`config.mk`:
```
export PLATFORM = sky130hd
export DESIGN_NAME = router_ingress_ctrl
export DESIGN_NICKNAME = d
export VERILOG_FILES = /design/src/rtl/router_ingress_ctrl.sv
export SDC_FILE = /design/constraint.sdc
export NUM_CORES = 1
export LEC_CHECK = 0
export CORE_ASPECT_RATIO = 1.75
export CORE_MARGIN = 2
export CORE_UTILIZATION = 41
export CTS_CLUSTER_DIAMETER = 120
export DETAILED_ROUTE_END_ITERATION = 8
export DONT_BUFFER_PORTS = 1
export PLACE_DENSITY = 0.55
export SLEW_MARGIN = 25
export SYNTH_ARGS = -nofsm -noshare
export SYNTH_HDL_FRONTEND = slang
export SYNTH_SLANG_ARGS = --single-unit
```
`constraint.sdc`:
```
create_clock -name clock -period 2.7 [get_ports clock]
set_input_delay 0.135 -clock clock [delete_from_list [all_inputs] [get_ports clock]]
set_output_delay 0.135 -clock clock [all_outputs]
set_load 0.02 [all_outputs]
```
`src/rtl/router_ingress_ctrl.sv`:
```
// Router ingress controller: accepts byte packets from the source, decodes the
// destination from the header, forwards bytes through a one-byte holding
// register into the selected FIFO and checks packet parity.
module router_ingress_ctrl (
  input  logic       clock,
  input  logic       reset,
  input  logic       pkt_valid,
  input  logic [7:0] data_in,
  input  logic [2:0] fifo_full,
  input  logic [2:0] fifo_empty,
  input  logic [2:0] soft_reset,
  output logic       busy,
  output logic [2:0] write_enb,
  output logic       lfd_state,
  output logic [7:0] data_out,
  output logic       err,
  output logic       parity_done
);

  typedef enum logic [2:0] {
    StDecode,
    StWaitEmpty,
    StLoadData,
    StDrain,
    StDiscard
  } state_e;

  state_e     r_state, w_state_next;
  logic [1:0] r_addr;
  logic [6:0] r_remaining;   // bytes still expected after the header (payload + parity)
  logic [7:0] r_acc;
  logic       r_err;
  logic       r_parity_done;
  logic [7:0] r_hold;
  logic       r_hold_valid;
  logic       r_hold_hdr;

  logic [3:0] w_full4, w_empty4, w_sr4, w_sel4;
  logic       w_full, w_empty, w_sr;
  logic       w_accept, w_write, w_load_hold, w_counting;
  logic [6:0] w_rem_next;

  // Pad the 3-bit flags to 4 so that address 3 indexes a constant 0.
  assign w_full4  = {1'b0, fifo_full};
  assign w_empty4 = {1'b0, fifo_empty};
  assign w_sr4    = {1'b0, soft_reset};
  assign w_sel4   = 4'b0001 << r_addr;
  assign w_full   = w_full4[r_addr];
  assign w_empty  = w_empty4[r_addr];
  assign w_sr     = w_sr4[r_addr] &&
                    (r_state == StWaitEmpty || r_state == StLoadData || r_state == StDrain);

  assign w_accept    = pkt_valid && !busy;
  assign w_counting  = w_accept && (r_state == StLoadData || r_state == StDiscard);
  assign w_rem_next  = w_counting ? (r_remaining - 7'd1) : r_remaining;
  // Discarded headers and discarded bytes never become writable.
  assign w_load_hold = w_accept &&
                       (r_state == StLoadData ||
                        (r_state == StDecode && data_in[1:0] != 2'd3));

  assign data_out    = r_hold;
  assign err         = r_err;
  assign parity_done = r_parity_done;

  // State register.
  always_ff @(posedge clock) begin
    if (reset) r_state <= StDecode;
    else       r_state <= w_state_next;
  end

  // Next-state decode.
  always_comb begin
    w_state_next = r_state;
    unique case (r_state)
      StDecode: begin
        if (w_accept) begin
          if (data_in[1:0] == 2'd3)          w_state_next = StDiscard;
          else if (w_empty4[data_in[1:0]])   w_state_next = StLoadData;
          else                               w_state_next = StWaitEmpty;
        end
      end
      StWaitEmpty: begin
        if (w_sr)         w_state_next = (w_rem_next == 7'd0) ? StDecode : StDiscard;
        else if (w_empty) w_state_next = StLoadData;
      end
      StLoadData: begin
        if (w_sr)                                     w_state_next =
                                                        (w_rem_next == 7'd0) ? StDecode : StDiscard;
        else if (w_accept && r_remaining == 7'd1)     w_state_next = StDrain;
      end
      StDrain: begin
        if (w_sr || !r_hold_valid || w_write) w_state_next = StDecode;
      end
      StDiscard: begin
        if (r_remaining == 7'd0 || (w_accept && r_remaining == 7'd1)) w_state_next = StDecode;
      end
      default: w_state_next = StDecode;
    endcase
  end

  // Handshake and FIFO write outputs.
  always_comb begin
    busy = 1'b0;
    unique case (r_state)
      StWaitEmpty, StDrain: busy = 1'b1;
      StLoadData:           busy = r_hold_valid && w_full;
      default:              busy = 1'b0;
    endcase
    w_write   = (r_state == StLoadData || r_state == StDrain) && r_hold_valid && !w_full;
    write_enb = w_write ? w_sel4[2:0] : 3'b000;
    lfd_state = w_write && r_hold_hdr;
  end

  // Holding register, packet bookkeeping and parity check.
  always_ff @(posedge clock) begin
    if (reset) begin
      r_addr        <= 2'd0;
      r_remaining   <= 7'd0;
      r_acc         <= 8'h00;
      r_err         <= 1'b0;
      r_parity_done <= 1'b0;
      r_hold        <= 8'h00;
      r_hold_valid  <= 1'b0;
      r_hold_hdr    <= 1'b0;
    end else begin
      r_parity_done <= 1'b0;
      if (w_accept) begin
        r_hold     <= data_in;
        r_hold_hdr <= (r_state == StDecode);
      end
      if (w_sr)             r_hold_valid <= 1'b0;
      else if (w_load_hold) r_hold_valid <= 1'b1;
      else if (w_write)     r_hold_valid <= 1'b0;

      if (w_accept && r_state == StDecode) begin
        r_addr      <= data_in[1:0];
        r_remaining <= {1'b0, data_in[7:2]} + 7'd1;
        // Expected parity covers the header, so seed with it.
        r_acc       <= data_in;
        r_err       <= 1'b0;
      end else begin
        r_remaining <= w_rem_next;
      end

      if (w_accept && r_state == StLoadData) begin
        if (r_remaining == 7'd1) begin
          if (!w_sr) begin
            r_err         <= (data_in != r_acc);
            r_parity_done <= 1'b1;
          end
        end else begin
          r_acc <= r_acc ^ data_in;
        end
      end
    end
  end

endmodule

```
Yosys cells after proc, flatten, opt, wreduce, memory -nomap -nowiden. Cells that the tools add are included.

Register bits after elaboration: 32. Latch bits: 0. RAM bits: 0. Memory bits (read-only): 0. Output and inout bits: 15. Word-level logic and storage cells: 94. Memories: 0.

$add $sub $neg: 2. Multiply operators: 0. Divide/modulo/power cells: 0. $lt $le $gt $ge: 2. Equality and inequality tests: 13. Shifts and indexed selects: 1. Muxes and demuxes: 33. Bitwise operators: 3. Reductions and logical operators: 31.

Operators by type and width (number): 3-bit 2-to-1 mux (10); 8-bit 2-to-1 mux (3); 3-bit case mux with 5 select lines (1); 7-bit zero test (2); 7-bit 2-to-1 mux (2); 1-bit logical AND (12); 1-bit 2-to-1 mux (11); 1-bit binary-select mux with 2-bit select (4); 1-bit logical OR (8); 8-bit inequality test (1); 8-bit XOR (1); 6-bit by 1-bit adder with 7-bit output (second input constant) (1); 7-bit by 1-bit equality test with 1-bit output (second input constant) (1); 7-bit by 1-bit subtractor with 7-bit output (second input constant) (1); 3-bit by 2-bit equality test with 1-bit output (second input constant) (2); 2-bit by 3-bit < comparator with 1-bit output (second input constant) (2); 5-bit AND reduction (1); 2-bit by 1-bit inequality test with 1-bit output (second input constant) (2); 2-bit inequality test (second input constant) (2); 2-bit OR reduction (2); 3-bit by 1-bit equality test with 1-bit output (second input constant) (1); 3-bit equality test (second input constant) (1); 1-bit zero test (3); 3-bit zero test (1); other kinds (9) (10).

Longest topological paths before layout. Gate-level depths: netlist of the first run.

Depth after elaboration: 12. Depth in mapped cells: 9.

Worst setup path after synthesis of the first run. OpenSTA, ideal clock, no wires.

Path kind: reg2reg. From: register r_remaining[0]. To: register r_state[2]. Arrival time: 1.979 ns. Required time: 2.584 ns. Path slack: 0.605 ns. Stages on the path, launching flop included: 10. Path buffers: 1. Clock period less this slack: 2.095 ns. Cells stage by stage: dfxtp_1 inv_1 ha_1 clkbuf_1 or2_2 a31oi_1 a41oi_1 a221o_1 and2_1 a41o_1.

Longest elaborated chain between the ends: 6. Elaborated cells on any way between the ends: 14. Classes of those cells: add/sub (1); eq/ne (3); mux (5); reduce/logical (5).

RTL lines: from (decl) (line 30) `logic [6:0] r_remaining;`; from (signal assigned) (line 137) `r_remaining <= {1'b0, data_in[7:2]} + 7'd1;`; from (signal assigned) (line 142) `r_remaining <= w_rem_next;`; 7-bit by 1-bit subtractor with 7-bit output (line 55) `assign w_rem_next = w_counting ? (r_remaining - 7'd1) : r_remaining;`; 7-bit 2-to-1 mux (line 55); 7-bit zero test (line 83, 88); 3-bit 2-to-1 mux (line 83, 88); 3-bit 2-to-1 mux, on equally long branches (line 87, 83); 3-bit case mux with 5 select lines (line 74) `unique case (r_state)`; to (signal assigned) (line 67) `if (reset) r_state <= StDecode;`; to (signal assigned) (line 68) `else r_state <= w_state_next;`; to (decl) (line 28) `state_e r_state, w_state_next;`.

Several ways; a longest one is shown, not always the timed one. A chain may end at the register's enable or synchronous reset.

Final worst setup path of the first run.
From: register r_addr[0]. To: register r_state[2].

Longest elaborated chain between the ends: 12. Elaborated cells on any way between the ends: 30. Classes of those cells: eq/ne (5); mux (12); reduce/logical (13).

RTL lines: from (decl) (line 29) `logic [1:0] r_addr;`; from (signal assigned) (line 136) `r_addr <= data_in[1:0];`; 1-bit binary-select mux with 2-bit select (line 48) `assign w_full = w_full4[r_addr];`; 1-bit 2-to-1 mux (implied by the code) (line 48); 1-bit logical AND (line 106) `StLoadData: busy = r_hold_valid && w_full;`; 1-bit case mux with 2 select lines (line 104) `unique case (r_state)`; 1-bit zero test (line 53) `assign w_accept = pkt_valid && !busy;`; 1-bit logical AND (line 53); 1-bit logical AND (line 54) `assign w_counting = w_accept && (r_state == StLoadData || r_state == StDiscard);`; 7-bit 2-to-1 mux (line 55); 7-bit zero test (line 83, 88); 3-bit 2-to-1 mux (line 83, 88); 3-bit 2-to-1 mux, on equally long branches (line 87, 83); 3-bit case mux with 5 select lines (line 74).

Several ways; a longest one is shown, not always the timed one. The select of a mux whose other input is x is not followed.

==> results of run 1 <==
==> layer usage <==
layer | vias up | part of all wire (%) | GRT usage (%)
met5 | - | 0 | 0
met3 | 10 | 3.9 | 4.25
met4 | 0 | 2.6 | 8.74
met2 | 38 | 52 | 36.1
met1 | 930 | 41 | 24.6
li1 | 959 | - | -
==> power groups by stage <==
stage	logic, µW	clock network (µW)	registers, µW
detailed placement	1160	0	800
finish	1180	475	794
global placement	1160	0	798
CTS	1180	484	790
floorplan	1000	0	718
global route	1310	504	819
==> per-stage QoR <==
stage | util [%] | hold WS (ns)
6_report | 46.9 | 0.000245
4_1_cts | 46.9 | 0.000616
3_3_place_gp | 43.2 | 0.205
3_5_place_dp | 43.2 | 0.207
2_1_floorplan | - | 0.228
5_1_grt | 46.9 | 0.0224
==> cell families after synthesis <==
family                     Yosys count  synth area share, %
adders and majority gates            3                 1.74
xor gates and xnor gates            19                 7.73
and+or+nand+nor                     91                 22.1
muxes                               13                 6.28
DFF                                 32                 29.7
buffers and inverters               29                 6.51
AOI/OAI and AO/OA                   72                 25.9
==> state kept, by name (all words and copies together) (netlist names) <==
name,count
data_out,8
r_acc,8
r_remaining,7
r_state,3
r_addr,2
err,1
parity_done,1
r_hold_hdr,1
r_hold_valid,1
==> placed cells by master (no fill, tap or decap), types with 2 or more instances in the layout <==
cell	count
dfxtp_1	32
nor2_1	25
nand2_1	20
a31oi_1	14
a21oi_1	13
mux2i_1	12
xor2_1	11
nand3_1	8
o311a_1	8
xnor2_1	8
buf_4	8
inv_1	7
nor3_1	7
a211oi_1	7
dlygate4sd3_1	7
clkbuf_8	5
o21ai_0	4
nand4_1	3
nand2b_1	3
nor2b_1	3
or2_2	3
and4b_1	3
a311oi_1	3
nor4_1	3
ha_1	3
nor3b_1	2
and2_1	2
or3_1	2
o211ai_1	2
==> area by class of cell <==
type,instances,area [µm²]
clock buffer,5,68.8
clock inverter,3,42.5
fill,512,2670
inverter,8,30.0
multi-input combinational,198,1370
sequential,32,641
tap,54,67.6
timing repair buffer,15,130
==> path summary, 6_finish.rpt <==
| kind | startpoint | to | slack (ns) | cells past startpoint |
|---|---|---|---|---|
| setup / recovery | r_addr[0] | r_state[2] | 0.32 | 6 |
| hold / removal | data_in[4] | data_out[4] | 0.0002 | 2 |
| setup reg to reg | r_addr[0] | r_state[2] | 0.32 | 6 |
| hold reg to reg | r_hold_valid | r_hold_valid | 0.53 | 2 |
==> metrics list, run 1 <==
- Yosys attributes the largest share of cell area to dfxtp_1 30%, mux2i_1 5.6%, xor2_1 4.5%.
* Net Count, Synth: ~280
- Post-layout nets: ~280
- In the synthesized netlist, the number of instances is about 260.
- The die covers slightly below 6000 µm².
- The worst hold path belongs to the class input pin to flip-flop.
- Number of vias per cell after detailed routing: 6.15
* Non-filler cells in the finished layout: about 320
* FF+latch count, synth: 32
- Placed Instances: 300
- Worst Setup Path Type: flip-flop to flip-flop
* Number of I/O pins: 35
* WP data arrival: approximately 2.6 ns
* Delay of the slowest cell on the worst path: 0.56 ns
* Total vias in the final route: slightly below 2000
- CP Cell Sequence: mux2i_1 -> a2bb2oi_1 -> a41oi_1 -> a221o_1 -> and2_1 -> a41o_1
- Static power due to leakage: around 0.00091 µW
- Post-Place Worst Slack: 0.322 ns
* Failing checks: design-rule violations
- Switching pwr: roughly 1100 µW
- Post-Synthesis Mean Instance Area: between 8 and 9 µm²
- Kind of start point of the critical path: flip-flop
- Setup total negative slack: 0 ns
- Summed over all instances, the cell type with the most area after synthesis is dfxtp_1.
- Pin count of the biggest net entering global routing: 24
- Combinational cells account for between 40% and 50% of the total power.
* Quantity of gates resized following cts: 0
- Residual DRC: 1
* Least-Margin Pin Slew: 0.954 ns
- Standard cell core area: approximately 5000 µm²
- STA classifies the critical path endpoint as a flip-flop.
- Sequential element share of the synthesized area: between 20 and 30%
- Number of global-route vias before repair: between 1500 and 2000
- Clock tree synthesis found a total of 32 sinks.
- Power per cell area: 1040 nW/µm²
* Total number of placement rows: 34
* Number of buffers inserted to repair setup after CTS: 0
* Hold-fix buffers, CTS: 7
- CP Data Required Time: between 2 and 3 ns
- Of the cells placed in the final design, the portion with a size suffix greater than 1 is 11.5%.
* Outcome: finished, violations left
- Routed length per instance: approximately 18 µm
* CTS tree: done
- The clock arrives with a little under 0.009 ns of skew.
- Broken down by cell family, the worst path's largest delay share belongs to compound AO/OA/AOI/OAI gates.
* Setup repair after global routing missed its margin: no
- Once detailed placement completed, the half-perimeter wirelength came to roughly 4000 µm.
- Largest buffer count on any clock path: 2
- Of all flip-flops after synthesis, the portion carrying an async set or reset was 0%.
- Counting flops with a built-in enable in the synthesized netlist gives 0.
- The initial antenna violation count came to 0.
* Remaining antenna violation count: 0
- Across the VDD grid, the largest voltage drop is between 0.0004 and 0.0005 V.
- In this run the worst path has a maximum fanout of 9.
- CTS Root Cell: clkbuf_8
- # diodes: 0
- Starting density of the core: roughly 43%
- Overflow left after global routing: 0
- Global-route wire length before repair: about 9600 µm
- Setup violators final: 0
- Cell internal pwr: ~1400 µW
* Number of buffer and inverter stages on the critical path: 0
- In the synthesized netlist the dominant register cell turns out to be dfxtp_1.
- The number of endpoints with negative hold slack in the final report is 0.
- Commonest cells in the netlist: 32 x dfxtp_1, 25 x nor2_1, 20 x nand2_1
* Instance area after placement: 2170 µm²
- Non-Filler Cell Area, Final: between 2000 and 2500 µm²
* GRT Util Overall: 21.0%
- The congestion estimate from routability-driven global placement came to ~0.80.
* Number of pins with negative max-slew slack in the final report: 0
* Count leader, synth: dfxtp_1
* Clock power share: around 19%
* Vertical extent of the die: ~100 µm
- In this run switching power makes up 44.0% of total power.
* Synth cell types: 60
* Overall routed net length: 5740 µm
- The worst path meets setup with around 0.32 ns of slack.
- Area growth syn-to-layout: 9.24%
* Master of the slowest instance on the critical path: dfxtp_1
- Of the total power, registers draw 32.4%.
- Time the worst path needs with I/O delays and setup: ~2.4 ns
* Ys Warns: 0
- Total power after layout: between 2000 and 2500 µW
- Worst-path clk slew: roughly 0.08 ns
* Rel. slew slack: ~36%
- Input and output buffers added on the ports amount to 0.
- Period utilization: between 80 and 90%
* Max-cap viol count: 0
- Clock latency reported for the late side of the worst-skew pair: a little under 0.3 ns
* Drt initial violations: 64
- Total number of H-tree levels: 2
- Counting the buffers created by CTS gives 5.
* Die boundary width: 58.8 µm
* Highest Clock Rate: ~420 MHz
* Post-Synthesis Cell Area: about 2200 µm²
- Top cell type's share of synthesized area: 29.8%
* DR pass1 iterations: 6
Power figures use the tool's default switching activity.
==> run 2: changes to the inputs <==
--- a/config.mk
+++ b/config.mk
@@ -11,6 +11,7 @@
 export CTS_CLUSTER_DIAMETER = 120
 export DETAILED_ROUTE_END_ITERATION = 8
 export DONT_BUFFER_PORTS = 1
+export GPL_TIMING_DRIVEN = 0
 export PLACE_DENSITY = 0.55
 export SLEW_MARGIN = 25
 export SYNTH_ARGS = -nofsm -noshare
==> run 2 against run 1 <==
The flow still finishes with violations (design-rule violations). Sequential share of layout area rose by 0.52 points. Worst hold slack improved by 0.012 ns. Via count fell by 0.57%. Non-clock buffer count rose by 7. Combinational power rose by 7%. Sequential power fell by 7.3%. Count of clock-buffer cells in the layout rose by 1. Setup slack got worse by 0.038 ns. First-iteration DRC count fell by 7.8%.
==> metrics list, run 2 (same netlist as run 1, synthesis figures left out) <==
- Counting tap cells, the placed design contains a total of approximately 310 instances.
- Worst-path fanout max: 10
* Share of post-route cells with drive strength above 1: 9.74%
- For this run, design rule violations remaining after detail routing come to 1.
- At the worst endpoint, the required time is approximately 2.6 ns.
* Worst Hold Class: input pin to flip-flop
* Overall routed net length: 5620 µm
- Levels on crit path: 4
* Setup total negative slack: 0 ns
- Counting instances, the worst hold path has a depth of 2.
* # diodes: 0
* Total number of placement rows: 34
- The die is about 59 µm wide.
- VDD sags by at most about 0.00046 V.
- The cell family contributing the most delay on the critical path is simple AND/OR/NAND/NOR gates.
- Setup repair after global routing missed its margin: no
- The first global-routing pass estimated ~9300 µm of wire.
- Starting density of the core: between 40% and 50%
- Non-filler cells in the finished layout: 321
* Most common library cell in the layout ignoring fill and taps: dfxtp_1
- The total overflow left after global routing is 0.
- The worst setup path is captured at a primary output.
* Period utilization: between 80% and 90%
- Summed over all cells, the static leakage comes to between 0.0008 and 0.0009 µW.
- CTS tree: done
- Hold violation count in the final report: 0
- The critical path goes through clkbuf_1 -> clkbuf_1 -> nand4_1 -> nor3b_1.
- The H-tree was split into 2 levels.
- Final Wtd Congestion: between 0.8 and 0.9
- Max-cap violations in this run came to 0.
* DR pass1 iterations: 6
* Outcome: finished, violations left
- WP data arrival: between 2 and 2.5 ns
* Worst R2R Path Depth: 9
- Master of the slowest instance on the critical path: nor3b_1
* Highest Clock Rate: about 410 MHz
* Count of port buffers added during placement: 0
- Global routing used 20.3% of the available tracks across all layers.
* Rel. slew slack: approximately 52%
* Worst-path clk slew: around 0.07 ns
- Number of global-route vias before repair: between 1500 and 2000
- In this run the clock root is driven by a clkbuf_8.
- 35 I/O pins were placed.
- Die Footprint: about 6000 µm²
- Setup violations remaining at the end of the flow were counted as 0.
- The final reports fail on design-rule violations.
* Least-Margin Pin Slew: 0.709 ns
- In the routed layout, each cell is associated on average with a via count of around 6.
* Remaining antenna violation count: 0
- The clock passes through at most 2 buffers.
- Number of pins with negative max-slew slack in the final report: 0
- The number of clock buffers added by TritonCTS is 5.
- Total vias in the final route: 1926
- The initial antenna violation count came to 0.
- Across the routed clock network, the largest skew measured is ~0.0094 ns.
- The worst setup path is launched from a flip-flop.
- From synthesis to final layout, the design area changed by 7.20%.
- For this design, the sink count on the clock tree is 32.
- Crit-path most repeated cell: clkbuf_1
* Clock latency reported for the late side of the worst-skew pair: roughly 0.28 ns
- Vertical extent of the die: between 90 and 100 µm
* Standard cell core area: about 5000 µm²
- Entering global routing, the biggest net connects 11 pins.
* Routed length per instance: approximately 18 µm
- Commonest cells after routing, fill and taps aside: 32 x dfxtp_1, 25 x nor2_1, 20 x nand2_1
* Number of buffer and inverter stages on the critical path: 2
- Power per cell area: approximately 1000 nW/µm²
* DPL Wire Length: roughly 4200 µm
- Time the worst path needs with I/O delays and setup: about 2.4 ns
- After filler insertion, the fill cell instance count of the layout stands at between 500 and 600.
- In the final design database the tool counted between 200 and 300 nets.
- Worst Setup Path Type: flip-flop to primary output
* Drt initial violations: 59
* Delay of the slowest cell on the worst path: around 0.64 ns
[run 2: cell types whose count changed in the layout (fill, tap and decap cells not counted), sizes merged]
cell,delta
bufinv,-1
dlygate4sd3,-6
buf,-2
clkinvlp,-1
clkbuf,+16
[run 2: metrics by stage]
stage / cell area (µm²) / power [µW] / utilization, % / setup slack [ns] / hold WS [ns]
after global placement: 2220 / 1990 / 44.2 / 0.387 / 0.231
after CTS: 2310 / 2350 / 46.0 / 0.246 / 0.00902
final: 2310 / 2340 / 46.0 / 0.279 / 0.0126
after detailed placement: 2220 / 2000 / 44.2 / 0.381 / 0.232
after global routing: 2310 / 2530 / 46.0 / 0.116 / 0.00891
after floorplan: 2150 / 1720 / - / 0.605 / 0.228
[run 2: routing by layer]
metal	part of all wire [%]	GRT usage [%]	wire (µm)	vias to the layer above
li1	-	-	-	975
met1	41	22.6	2310	899
met2	53	35.9	2960	39
met3	2.7	3.87	152	13
met4	3.5	9.79	195	0
met5	0	0	0	-
[run 2: timing repair]
item	4_1_cts	5_1_grt
setup buffers	0	0
endpoints found under the hold margin	1	0
hold buffers	1	0
gates resized for setup	0	0
[run 2: cell type report]
cell class,count,area [µm²],share of cell area [%]
Clock buffer,6,72.6,3.14
Buffer,21,110,4.77
Inverter,8,30.0,1.30
Multi-Input combinational cell,198,1370,59.5
Sequential cell,32,641,27.8
Timing Repair Buffer,1,10.0,0.434
Clock inverter,1,5.00,0.217
Tap cell,54,67.6,2.93
[run 2: worst register-to-register path, cell delays in order (launching register included)]
cell and delay, ns:
dfxtp_1 0.42, inv_1 0.10, ha_1 0.20, clkbuf_1 0.19, or2_2 0.33, a31oi_1 0.18
a41oi_1 0.07, a221o_1 0.36, and2_1 0.19, a41o_1 0.18
[run 2: final timing paths]
check / start / end / slack [ns]
max: r_state[1] / write_enb[1] / 0.28
min: data_in[3] / data_out[3] / 0.01
max reg2reg: r_remaining[0] / r_state[2] / 0.38
min reg2reg: r_hold_valid / r_hold_valid / 0.53
[run 2: power by group]
| group | switching [µW] | leakage (µW) | internal [µW] |
|---|---|---|---|
| Combinational | 760 | 0.000579 | 501 |
| Sequential | 141 | 0.000263 | 596 |
| Clock | 171 | 0.0000410 | 175 |
| Total | 1070 | 0.000884 | 1270 |
==> run 3: changes to the inputs <==
--- a/config.mk
+++ b/config.mk
@@ -12,7 +12,8 @@
 export DETAILED_ROUTE_END_ITERATION = 8
 export DONT_BUFFER_PORTS = 1
 export GPL_TIMING_DRIVEN = 0
-export PLACE_DENSITY = 0.55
+export HOLD_SLACK_MARGIN = 0.06
+export PLACE_DENSITY = 0.57
 export SLEW_MARGIN = 25
 export SYNTH_ARGS = -nofsm -noshare
 export SYNTH_HDL_FRONTEND = slang
==> constraint.sdc (replaced) <==
create_clock -name clock -period 2.2 [get_ports clock]
set_input_delay 0.11 -clock clock [delete_from_list [all_inputs] [get_ports clock]]
set_output_delay 0.11 -clock clock [all_outputs]
set_load 0.02 [all_outputs]
==> run 3 against run 2 <==
The run still ends with design-rule violations left. Core utilization is 3.5 points higher. Register-to-register slack lost 0.27 ns. Non-clock buffer count up 7. First-iteration DRC count increased by 63%. Largest power group unchanged. Die area did not move. Setup slack lost 0.17 ns. Highest routed layer unchanged. Count of clock-buffer cells in the layout stayed put. Sequential cell count unchanged. Cell count grew 2.5%.
==> metrics list, run 3 (same netlist as run 1, synthesis figures left out) <==
- The run finished, with violations left.
- The final reports fail on design-rule violations.
- Detailed routing inserted a total of 1978 vias.
- Across the whole layout, storage elements account for approximately 640 µm².
- The repair_antennas step left the layout with diodes totalling 0.
- Number of buffers created by CTS: 5
* Endpoint kind of the worst setup timing path: primary output
- The longest clock path from root to sink contains 2 buffers.
* Power per cell area: 1240 nW/µm²
- Cell count of the worst hold path: 3
- Remaining antenna violation count: 0
- After detailed routing, the number of remaining DRC violations is 2.
- Overall routed net length: ~5900 µm
* CP Data Required Time: about 2.1 ns
- The area growth from synthesis to layout is 15.5%.
- Number of vias per cell after detailed routing: 6.01
* Number of global-route vias before repair: 2020
- Drt initial violations: 96
- After legalization and detailed placement, the total HPWL measured 4260 µm.
- Setup violators final: 0
- Worst min-delay path endpoint: r_state[1]
- DR pass1 iterations: 6
* Starting density of the core: 42.9%
- The routed design could run at a clock period as short as 2.10 ns.
- The library cell used most frequently in the layout, excluding fill and tap cells, is dfxtp_1.
- Worst-path fanout max: 7
* CTS Root Cell: clkbuf_8
* Post-layout nets: around 300
- Total number of placement rows: 34
- For the worst flop-to-flop path, the logic depth is 7.
* Global-route wire length before repair: 9770 µm
- Routed length per instance: between 15 and 20 µm
- CP Cell Sequence: buf_6 -> mux2_4 -> a22oi_2 -> nand4_1 -> buf_4 -> nor3b_4
- Hold Path Origin: reset
- TritonCTS built the clock tree.
- Delay of the slowest cell on the worst path: approximately 0.33 ns
* Hold violation count in the final report: 0
- Number of I/O pins: 35
- Prior to clock tree synthesis, the placed netlist has a worst setup slack of -0.112 ns.
- At the pin with the least slew margin, the transition time is 0.704 ns.
* Total number of H-tree levels: 2
- Pin count of the biggest net entering global routing: 12
- Clock latency reported for the late side of the worst-skew pair: just under 0.3 ns
- Period utilization: a little over nine tenths
- Overflow left after global routing: 0
- STA puts the critical path data arrival time at 1.99 ns.
- Fill cells in the final layout number ~520.
- Worst Setup Path Type: flip-flop to primary output
- Vertical extent of the die: about 100 µm
- Summing all multi-input logic gate instances after layout gives 1450 µm².
- The initial antenna violation count was 0.
- The analysis attributes to cell leakage a power of between 0.0009 and 0.001 µW.
- The worst-case IR drop observed on VDD is just under 0.0006 V.
- The max-slew violation total from the final report is 0.
- Post-Route Skew: roughly 0.0051 ns
- Max-cap viol count: 0
- The worst setup path is launched from a flip-flop.
- Die Footprint: just under 6000 µm²
- Master of the slowest instance on the critical path: dfxtp_1
* Clock Sink Count: 32
* Setup repair after global routing missed its margin: yes
- Final core utilization: roughly half
* Fin worst setup slack: between 0.1 and 0.15 ns
- Of the cells placed in the final design, the portion with a size suffix greater than 1 is between 10% and 20%.
* Standard cell core area: roughly 5000 µm²
- Critical register-to-register path endpoint: r_state[2]
* Highest Clock Rate: between 400 and 500 MHz
* Worst-path clk slew: roughly 0.07 ns
- Global routing consumed, over all layers together, a little over a fifth of the routing resources.
- Die boundary width: roughly 60 µm
* Commonest cells after routing, fill and taps aside: 31 x dfxtp_1, 24 x nor2_1, 20 x nand2_1
* Worst reg2reg startpoint: r_addr[0]
* Worst Hold Class: input pin to flip-flop
* Count of port buffers added during placement: 0
- Measured against its own limit, the worst slew margin works out to 52.6%.
- Final Wtd Congestion: 0.926
- Worst-case register-to-register setup slack: 0.11 ns
[run 3: layout make-up]
cell class                      count  share of cell area (%)
Sequential cell                    32                    25.8
Clock buffer                        6                    3.32
Timing Repair Buffer               11                    4.13
Multi-Input combinational cell    198                    58.4
Buffer                             18                    3.77
Tap cell                           54                    2.72
Inverter                            8                    1.21
Clock inverter                      2                   0.604
[run 3: per-stage QoR]
| step | instances | hold WS (ns) | setup TNS, ns | area, µm² | power (µW) |
|---|---|---|---|---|---|
| detailed placement | 313 | 0.207 | -0.201 | 2220 | 2450 |
| finish | 329 | 0.0814 | 0 | 2490 | 3090 |
| global route | 329 | 0.106 | -0.0136 | 2490 | 3340 |
| global placement | 313 | 0.206 | -0.121 | 2220 | 2440 |
| floorplan | 259 | 0.203 | 0 | 2150 | 2110 |
| CTS | 326 | 0.0802 | -0.0188 | 2400 | 3020 |
[run 3: per-layer routing]
layer | wire (µm) | up-vias | track usage, %
met5 | 0 | - | 0
met4 | 172 | 0 | 9.27
met3 | 187 | 15 | 3.61
met2 | 3210 | 50 | 39.3
met1 | 2290 | 922 | 23.0
li1 | - | 991 | -
[run 3: power by group]
| part | switching [µW] | internal [µW] | leakage, µW |
|---|---|---|---|
| registers | 198 | 733 | 0.000264 |
| logic | 950 | 712 | 0.000640 |
| clock network | 239 | 253 | 0.0000434 |
| total | 1390 | 1700 | 0.000947 |
[run 3: worst max path at each step]
| stage | cells after the start | startpoint | slack [ns] | endpoint |
|---|---|---|---|---|
| floorplan | 9 | r_remaining[0] | 0.11 | r_state[2] |
| global placement | 9 | r_remaining[0] | -0.08 | r_state[2] |
| detailed placement | 9 | r_remaining[0] | -0.11 | r_state[2] |
| CTS | 5 | r_addr[0] | -0.02 | write_enb[1] |
| global route | 7 | r_addr[0] | -0.01 | r_state[2] |
| finish | 6 | r_addr[0] | 0.10 | write_enb[1] |
[run 3: worst max-delay path: cells and delay by family (launching register included)]
kind / cells / cell delay (ns)
AOI/OAI and AO/OA: 1 / 0.25
buffers and inverters: 2 / 0.33
DFF: 1 / 0.33
muxes: 1 / 0.33
and+or+nand+nor: 2 / 0.46
[run 3: repair_timing]
item                       CTS  global route
hold buffers                 3             0
setup endpoints to repair    6            13
pin swaps                    1             5
setup buffers                3             5
hold endpoints to repair     5             0
gates resized for setup      7            10
